--- src/rtl/rr_arb_pkg.sv ---
// Shared types and helpers for the 8-way round-robin arbiter.
package rr_arb_pkg;

    localparam int unsigned N  = 8;
    localparam int unsigned CW = 3;

    typedef enum logic {
        IDLE  = 1'b0,
        GRANT = 1'b1
    } state_e;

    function automatic logic [N-1:0] onehot(input logic [CW-1:0] code);
        return N'(1) << code;
    endfunction

endpackage

--- src/rtl/rr_priority_pick.sv ---
// Rotating-priority search: first set bit of (req & mask) at or after ptr, wrapping 7->0.
module rr_priority_pick
    import rr_arb_pkg::*;
(
    input  logic [N-1:0]  req,
    input  logic [CW-1:0] ptr,
    input  logic [N-1:0]  mask,
    output logic          any,
    output logic [CW-1:0] win_code
);

    logic [N-1:0]  masked;
    logic [N-1:0]  rot;
    logic [CW-1:0] idx;

    // Rotate right by ptr so the highest-priority requester lands at bit 0.
    always_comb begin
        masked = req & mask;
        rot    = '0;
        for (int i = 0; i < int'(N); i++) begin
            rot[i] = masked[CW'(i) + ptr];
        end
    end

    always_comb begin
        idx = '0;
        for (int i = int'(N) - 1; i >= 0; i--) begin
            if (rot[i]) idx = CW'(i);
        end
    end

    assign any      = |rot;
    assign win_code = idx + ptr;

endmodule

--- src/rtl/rr_arbiter8.sv ---
// Round-robin arbiter for 8 requesters with a bounded hold time and registered grant outputs.
module rr_arbiter8
    import rr_arb_pkg::*;
#(
    parameter int unsigned MAX_HOLD = 16,
    parameter int unsigned HW       = 8
) (
    input  logic          clock,
    input  logic          reset_b,
    input  logic [N-1:0]  req,
    output logic [N-1:0]  grant,
    output logic [CW-1:0] grant_code,
    output logic          busy,
    output logic          timeout
);

    state_e        state_q, state_d;
    logic [CW-1:0] ptr_q, ptr_d;
    logic [HW-1:0] hold_cnt_q, hold_cnt_d;
    logic [N-1:0]  grant_q, grant_d;
    logic [CW-1:0] code_q, code_d;
    logic          busy_q, busy_d;
    logic          timeout_q, timeout_d;

    logic [CW-1:0] pick_ptr;
    logic [N-1:0]  pick_mask;
    logic          pick_any;
    logic [CW-1:0] pick_code;
    logic          owner_req;
    logic          limit_hit;

    // While granting, the next owner is searched from owner+1 with the owner excluded.
    always_comb begin
        pick_ptr  = ptr_q;
        pick_mask = '1;
        if (state_q == GRANT) begin
            pick_ptr  = code_q + CW'(1);
            pick_mask = ~onehot(code_q);
        end
    end

    rr_priority_pick u_pick (
        .req      (req),
        .ptr      (pick_ptr),
        .mask     (pick_mask),
        .any      (pick_any),
        .win_code (pick_code)
    );

    always_ff @(posedge clock or negedge reset_b) begin
        if (!reset_b) begin
            state_q    <= IDLE;
            ptr_q      <= '0;
            hold_cnt_q <= '0;
            grant_q    <= '0;
            code_q     <= '0;
            busy_q     <= 1'b0;
            timeout_q  <= 1'b0;
        end else begin
            state_q    <= state_d;
            ptr_q      <= ptr_d;
            hold_cnt_q <= hold_cnt_d;
            grant_q    <= grant_d;
            code_q     <= code_d;
            busy_q     <= busy_d;
            timeout_q  <= timeout_d;
        end
    end

    always_comb begin
        state_d    = state_q;
        ptr_d      = ptr_q;
        hold_cnt_d = hold_cnt_q;
        grant_d    = grant_q;
        code_d     = code_q;
        busy_d     = busy_q;
        timeout_d  = 1'b0;
        owner_req  = req[code_q];
        limit_hit  = (MAX_HOLD != 0) && (hold_cnt_q == HW'(MAX_HOLD - 1));

        case (state_q)
            IDLE: begin
                if (pick_any) begin
                    state_d    = GRANT;
                    grant_d    = onehot(pick_code);
                    code_d     = pick_code;
                    busy_d     = 1'b1;
                    hold_cnt_d = '0;
                end else begin
                    grant_d = '0;
                    code_d  = '0;
                    busy_d  = 1'b0;
                end
            end
            GRANT: begin
                if (owner_req && !limit_hit) begin
                    if (hold_cnt_q != '1) hold_cnt_d = hold_cnt_q + HW'(1);
                end else begin
                    // Release or forced preemption: hand over without a bubble when possible.
                    ptr_d      = code_q + CW'(1);
                    timeout_d  = owner_req;
                    hold_cnt_d = '0;
                    if (pick_any) begin
                        grant_d = onehot(pick_code);
                        code_d  = pick_code;
                    end else begin
                        state_d = IDLE;
                        grant_d = '0;
                        code_d  = '0;
                        busy_d  = 1'b0;
                    end
                end
            end
            default: begin
                state_d = IDLE;
                grant_d = '0;
                code_d  = '0;
                busy_d  = 1'b0;
            end
        endcase
    end

    assign grant      = grant_q;
    assign grant_code = code_q;
    assign busy       = busy_q;
    assign timeout    = timeout_q;

endmodule

--- config.mk ---
export PLATFORM = sky130hd
export DESIGN_NAME = rr_arbiter8
export DESIGN_NICKNAME = d
export VERILOG_FILES = /design/src/rtl/rr_arb_pkg.sv /design/src/rtl/rr_priority_pick.sv /design/src/rtl/rr_arbiter8.sv
export SDC_FILE = /design/constraint.sdc
export NUM_CORES = 1
export LEC_CHECK = 0
export CAP_MARGIN = 20
export CORE_UTILIZATION = 55
export DETAILED_ROUTE_END_ITERATION = 10
export PLACE_DENSITY = 0.87
export SLEW_MARGIN = 0
export SYNTH_ARGS = -nofsm -noshare
export SYNTH_HDL_FRONTEND = slang
export SYNTH_HIERARCHICAL = 1
export SYNTH_SLANG_ARGS = --single-unit
--- constraint.sdc ---
create_clock -name clock -period 5.78 [get_ports clock]
set_clock_uncertainty 0.1 [all_clocks]
set_input_delay 1.734 -clock clock [delete_from_list [all_inputs] [get_ports clock]]
set_output_delay 1.734 -clock clock [all_outputs]
set_load 0.05 [all_outputs]
==> results of run 1 <==
[cells in the mapped netlist (all sizes together) (3+ instances only)]
cell and instances:
a31oi 3, nand3b 4, nor2b 3, or3 3
nor2 17, o21a 5, dfrtp 25, mux2 11
clkbuf 4, nand2b 7, o21bai 3, nand3 15
inv 13, mux2i 8, o21ai 16, mux4 8
buf 6, nor3 6, nand2 19, ha 10
[registers in the layout (all words and copies together) (netlist names)]
signal	flops
timeout	1
busy	1
ptr_q	3
grant_code	3
state_q	1
hold_cnt_q	8
grant	8
[worst max-delay path by stage]
| stage | start | end | slack (ns) | depth (start not counted) |
|---|---|---|---|---|
| 3_3_place_gp | req[0] | grant[1] | 0.62 | 15 |
| 3_5_place_dp | req[0] | grant[0] | 0.53 | 15 |
| 6_report | req[1] | grant[1] | 0.83 | 15 |
| 4_1_cts | req[0] | grant[0] | 0.87 | 15 |
| 2_1_floorplan | grant_code[0] | grant[3] | 1.04 | 18 |
| 5_1_grt | req[5] | grant[1] | 0.54 | 15 |
[per-layer routing]
layer	routed length (um)	track usage, %	vias to the layer above
met5	0	0	-
met4	40	6.10	0
met3	171	3.28	5
met2	1740	34.1	47
met1	1870	31.1	753
li1	-	-	806
[stage by stage]
step / hold WS [ns] / area [um2] / instances / setup slack [ns] / utilization, %
2_1_floorplan: 0.377 / 2020 / 213 / 1.04 / -
3_3_place_gp: 0.390 / 2260 / 274 / 0.619 / 66.2
3_5_place_dp: 0.396 / 2260 / 274 / 0.535 / 66.2
4_1_cts: 0.424 / 2290 / 278 / 0.874 / 67.0
5_1_grt: 0.457 / 2320 / 279 / 0.539 / 67.8
6_report: 0.417 / 2320 / 279 / 0.833 / 67.8
[logic make-up after synthesis]
group / Yosys count / share of synthesized area [%]
xor gates and xnor gates: 4 / 1.74
muxes: 27 / 19.6
buffers and inverters: 23 / 5.09
AOI/OAI and AO/OA: 39 / 12.9
adders and majority gates: 11 / 7.20
and+or+nand+nor: 84 / 22.5
DFF: 25 / 31.0
[layout make-up]
| type | instances | area [um2] | area share, % |
|---|---|---|---|
| clock buffer | 4 | 26.3 | 1.13 |
| sequential | 25 | 626 | 27.0 |
| inverter | 13 | 48.8 | 2.11 |
| multi-input combinational | 165 | 1290 | 55.6 |
| tap | 46 | 57.6 | 2.49 |
| timing repair buffer | 26 | 270 | 11.7 |
[layout by cell type, fill, tap and decap left out, drive strengths merged, types with 3 or more instances in the layout]
cell type | netlist | layout
o21bai | 3 | 3
nor3 | 6 | 6
nand2 | 19 | 19
mux2i | 8 | 8
ha | 10 | 10
mux4 | 8 | 8
nand2b | 7 | 7
nand3 | 15 | 15
o21ai | 16 | 16
nor2 | 17 | 17
clkbuf | 4 | 4
o21a | 5 | 5
nand3b | 4 | 4
clkdlybuf4s50 | 0 | 22
or3 | 3 | 3
a31oi | 3 | 3
nor2b | 3 | 3
inv | 13 | 13
dfrtp | 25 | 25
mux2 | 11 | 11
buf | 6 | 4
[critical path, delay by kind of cell]
| family | cells | cell delay (ns) |
|---|---|---|
| multiplexers | 2 | 0.67 |
| AO/OA/AOI/OAI | 3 | 0.65 |
| XOR/XNOR | 2 | 0.40 |
| adder cells (fa/ha/maj) | 2 | 0.55 |
| buffers and inverters | 2 | 0.52 |
| AND/OR/NAND/NOR | 4 | 0.53 |
==> summary.md, run 1 <==
| Metric | Value |
|---|---|
| Outcome | completed |
| CP Class | primary input to register |
| Number of distinct library cell variants in the gate-level netlist after synthesis | 48 |
| Slew headroom | 41.9% |
| Die X-Extent | 62.5 um |
| Wire length reported by the detailed router | 3820 um |
| Pin count of the biggest net entering global routing | 26 |
| Total number of H-tree levels | 1 |
| Ant. Diodes | 0 |
| Number of cells produced by synthesis | 213 |
| Overall die area | 3910 um2 |
| Clock Root Buffer | sky130_fd_sc_hd__clkbuf_4 |
| Worst path required time | 5.89 ns |
| Number of buffers inserted by port buffering | 22 |
| Post-detailed-route DRC marker count | 0 |
| Portion of synthesized cell area occupied by the leading cell type | 31.0% |
| Destination of the worst register-to-register timing path | grant[1] |
| GPL Wtd Cong | 0.882 |
| Worst hold path class | register to register |
| Async set-or-reset flop fraction in the synthesized netlist | 100% |
| Biggest cell delay along the critical path | 0.48 ns |
| Row cnt | 21 |
| Effective utilization at floorplan | 59.0% |
| Worst setup slack for register-to-register paths | 1.00 ns |
| Slew @ Worst Pin | 0.869 ns |
| Number of hold buffers added after CTS | 0 |
| Count of endpoints failing hold in the final timing report | 0 |
| DR WL/cell | 13.7 um |
| Count of nets after finishing | 255 |
| Worst path slowest cell | sky130_fd_sc_hd__clkdlybuf4s50_1 |
| Cell breakdown of the critical path | clkdlybuf4s50_1, nand2_1, o21ai_0, mux4_1, nor2b_1, o21bai_1, a221oi_1, ha_1, inv_1, fa_1, xor2_1, xnor2_1, nand2b_1, nor2_1, mux2_2 |
| Unrepaired setup endpoints after global routing | no |
| Sum of overflow across all layers after global routing | 0 |
| Critical Path Fanout Max | 4 |
| Biggest area contributors in the synthesized netlist | sky130_fd_sc_hd__dfrtp_1 31%, sky130_fd_sc_hd__mux4_2 6.7%, sky130_fd_sc_hd__ha_1 6.2% |
| Via count | 1,611 |
| Clock tree buffer depth | 2 |
| Drt pass-1 iters | 4 |
| Antenna violations before repair | 0 |
| Iteration-0 DRC count of the detailed router | 107 |
| Via count of the first global-routing pass | 1,494 |
| Number of clock sinks seen by CTS | 25 |
| Final slew viol count | 0 |
| Dominant cell type by area after synthesis | sky130_fd_sc_hd__dfrtp_1 |
| Arrival time of data at the critical path endpoint | 5.06 ns |
| Number of buffers added by the clock tree synthesis step | 3 |
| Max Cap Violations | 0 |
| Signed area change from the synthesized netlist to the final layout | 14.9% |
| First-pass GRT wire length | 6830 um |
| CTS tree | done |
| Depth of the worst hold-timing path | 1 |
| Estimated wirelength of the detail-placed design | 2920 um |
| Primary FF master, synth | sky130_fd_sc_hd__dfrtp_1 |
| Final worst path period need | 4.95 ns |
| Setup TNS | 0 ns |
| Worst-skew pair later-pin latency | 0.32 ns |
| Nature of the critical path endpoint | register |
| Flop and latch count out of synthesis | 25 |
| Count of buffers added by post-CTS timing repair for setup | 0 |
| Share of synthesized area occupied by flip-flops and latches | 31.0% |
| Number of flops mapped to enable cells by yosys | 0 |
| Fraction of final layout cells sized beyond drive strength 1 | 14.6% |
| Combined area of all synthesized cells | 2020 um2 |
| Worst setup SP type | primary input |
| CORE AREA | 3420 um2 |
| Launch instance of the worst register-to-register path | grant_code[0] |
| Final setup violation count | 0 |
| WHS Endpoint | grant[4] |
| Global routing usage summed across all routing layers | 21.7% |
| Register clock-pin slew on the reported worst setup and hold paths | 0.12 ns |
| Overall die height | 62.5 um |
| Period Utilization, post-route | 85.6% |
| Count of fill cells added during filler insertion | 254 |
| Residual antenna-violating net count after detailed routing | 0 |
| Peak Freq | 202 MHz |
| YS warnings | 6 |
| Syn Nets | 234 |
| Hold path start | grant[4] |
| Vias per Instance | 5.77 |
| CTS resizes | 0 |
| I/O pin cnt | 23 |
| FF-to-FF path depth | 17 |
| Synthesized area per cell | 9.46 um2 |
Power of run 1 is not shown: default switching activity piles up to over one toggle a cycle in this logic, so the estimate is an artifact.
==> run 2: changes to the inputs <==
--- a/config.mk
+++ b/config.mk
@@ -14,3 +14,4 @@
 export SYNTH_HDL_FRONTEND = slang
 export SYNTH_HIERARCHICAL = 1
 export SYNTH_SLANG_ARGS = --single-unit
+export TNS_END_PERCENT = 20
==> results of run 2 <==
No change in the layout: final DEF, timing and power equal those of run 1.
Power of run 2 is left out for the same reason.
==> run 3: changes to the inputs <==
--- a/config.mk
+++ b/config.mk
@@ -5,10 +5,10 @@
 export SDC_FILE = /design/constraint.sdc
 export NUM_CORES = 1
 export LEC_CHECK = 0
-export CAP_MARGIN = 20
-export CORE_UTILIZATION = 55
+export CORE_ASPECT_RATIO = 0.8
+export CORE_UTILIZATION = 50
 export DETAILED_ROUTE_END_ITERATION = 10
-export PLACE_DENSITY = 0.87
+export PLACE_DENSITY = 0.81
 export SLEW_MARGIN = 0
 export SYNTH_ARGS = -nofsm -noshare
 export SYNTH_HDL_FRONTEND = slang
==> summary.md, run 3 (synthesis gave the netlist of run 1 again) <==
| Metric | Value |
|---|---|
| Count of buffers added by post-CTS timing repair for setup | 0 |
| Residual antenna-violating net count after detailed routing | 0 |
| Outcome | completed |
| First-pass GRT wire length | 7260 um |
| CORE AREA | 3830 um2 |
| Worst setup SP type | primary input |
| Total number of H-tree levels | 1 |
| Worst-skew pair later-pin latency | 0.27 ns |
| Most common cell after layout, fill and taps aside | sky130_fd_sc_hd__dfrtp_1 |
| Worst path required time | 5.84 ns |
| WL met3 | 134 um |
| Ant. Diodes | 0 |
| CTS resizes | 0 |
| Slew headroom | 27.4% |
| Die X-Extent | 73.0 um |
| Drt pass-1 iters | 4 |
| Most frequent cells in the layout | 25 x sky130_fd_sc_hd__dfrtp_1, 22 x sky130_fd_sc_hd__clkdlybuf4s50_1, 19 x sky130_fd_sc_hd__nand2_1 |
| Final setup violation count | 0 |
| Top routing layer in use | met4 |
| Antenna violations before repair | 0 |
| Via count of the first global-routing pass | 1,526 |
| Global routing usage summed across all routing layers | 21.7% |
| Slew @ Worst Pin | 1.09 ns |
| Final slew viol count | 0 |
| Vias per Instance | 5.56 |
| Effective utilization at floorplan | 52.6% |
| Number of buffers inserted by port buffering | 22 |
| Signed area change from the synthesized netlist to the final layout | 14.8% |
| Pin count of the biggest net entering global routing | 26 |
| Wire length reported by the detailed router | 3980 um |
| Clock Root Buffer | sky130_fd_sc_hd__clkbuf_8 |
| Number of buffers added by the clock tree synthesis step | 3 |
| Area of the multi-input gates | 1290 um2 |
| Register clock-pin slew on the reported worst setup and hold paths | 0.09 ns |
| Post-detailed-route DRC marker count | 0 |
| I/O pin cnt | 23 |
| Critical Path Fanout Max | 4 |
| Via count | 1,589 |
| Iteration-0 DRC count of the detailed router | 61 |
| Period Utilization, post-route | 87.1% |
| Row cnt | 20 |
| Count of endpoints failing hold in the final timing report | 0 |
| Post-Route M1 WL | 2160 um |
| GPL Wtd Cong | 0.868 |
| Overall die height | 58.8 um |
| Final worst path period need | 5.04 ns |
| Sequential standard cell area | 626 um2 |
| Worst setup slack for register-to-register paths | 0.96 ns |
| Estimated wirelength of the detail-placed design | 3090 um |
| Overall die area | 4290 um2 |
| Fraction of final layout cells sized beyond drive strength 1 | 14.3% |
| Number of hold buffers added after CTS | 0 |
| CTS tree | done |
| Worst hold path class | register to register |
| Count of fill cells added during filler insertion | 344 |
| Clock tree buffer depth | 2 |
| CP Class | primary input to register |
| Number of clock sinks seen by CTS | 25 |
| Max Cap Violations | 0 |
| Wire length on met2 | 1670 um |
| Count of nets after finishing | 253 |
| Peak Freq | 199 MHz |
| Arrival time of data at the critical path endpoint | 5.10 ns |
| Sum of overflow across all layers after global routing | 0 |
| Nature of the critical path endpoint | register |
| Unrepaired setup endpoints after global routing | no |
| Setup TNS | 0 ns |
| DR WL/cell | 13.9 um |
==> run 3: worst paths after layout <==
| check | from | endpoint | cells after the start |
|---|---|---|---|
| worst max-delay path | req[0] | grant[0] | 15 |
| worst min-delay path | grant[6] | grant[6] | 1 |
| worst max register to register | grant_code[0] | grant[0] | 17 |
| worst min register to register | grant[6] | grant[6] | 1 |
| max in group asynchronous | reset_b | ptr_q[0] | 1 |
| min in group asynchronous | reset_b | grant[4] | 1 |
==> run 3: layout make-up <==
class	instances	share of cell area, %
clock inverter	1	0.324
inverter	13	2.11
sequential	25	27.0
multi-input combinational	165	55.6
tap	55	2.97
timing repair buffer	24	10.2
clock buffer	3	1.78
==> run 3: per-layer routing <==
| layer | vias up | track usage [%] |
|---|---|---|
| li1 | 802 | - |
| met1 | 752 | 33.4 |
| met2 | 33 | 32.5 |
| met3 | 2 | 4.11 |
| met4 | 0 | 2.52 |
| met5 | - | 0 |
==> run 3: critical path, cell delays in order <==
cell                              delay, ns
sky130_fd_sc_hd__clkdlybuf4s50_1       0.45
sky130_fd_sc_hd__nand3b_1              0.10
sky130_fd_sc_hd__o21ai_0               0.17
sky130_fd_sc_hd__mux4_1                0.63
sky130_fd_sc_hd__nor2b_1               0.16
sky130_fd_sc_hd__o21bai_1              0.07
sky130_fd_sc_hd__a221oi_1              0.24
sky130_fd_sc_hd__ha_1                  0.20
sky130_fd_sc_hd__inv_1                 0.05
sky130_fd_sc_hd__fa_1                  0.37
sky130_fd_sc_hd__xor2_1                0.16
sky130_fd_sc_hd__xnor2_1               0.23
sky130_fd_sc_hd__nand2b_1              0.22
sky130_fd_sc_hd__nor3_1                0.06
sky130_fd_sc_hd__mux2_2                0.26
==> run 3: through the flow <==
| step | setup slack, ns | utilization, % | instances | hold WS, ns | cell area [um2] |
|---|---|---|---|---|---|
| 2_1_floorplan | 1.04 | - | 213 | 0.377 | 2020 |
| 3_3_place_gp | 0.550 | 59.2 | 282 | 0.390 | 2270 |
| 3_5_place_dp | 0.452 | 59.2 | 282 | 0.395 | 2270 |
| 4_1_cts | 0.747 | 60.5 | 286 | 0.417 | 2310 |
| 5_1_grt | 0.410 | 60.5 | 286 | 0.430 | 2310 |
| 6_report | 0.743 | 60.5 | 286 | 0.411 | 2310 |
Power of run 3 is left out for the same reason.
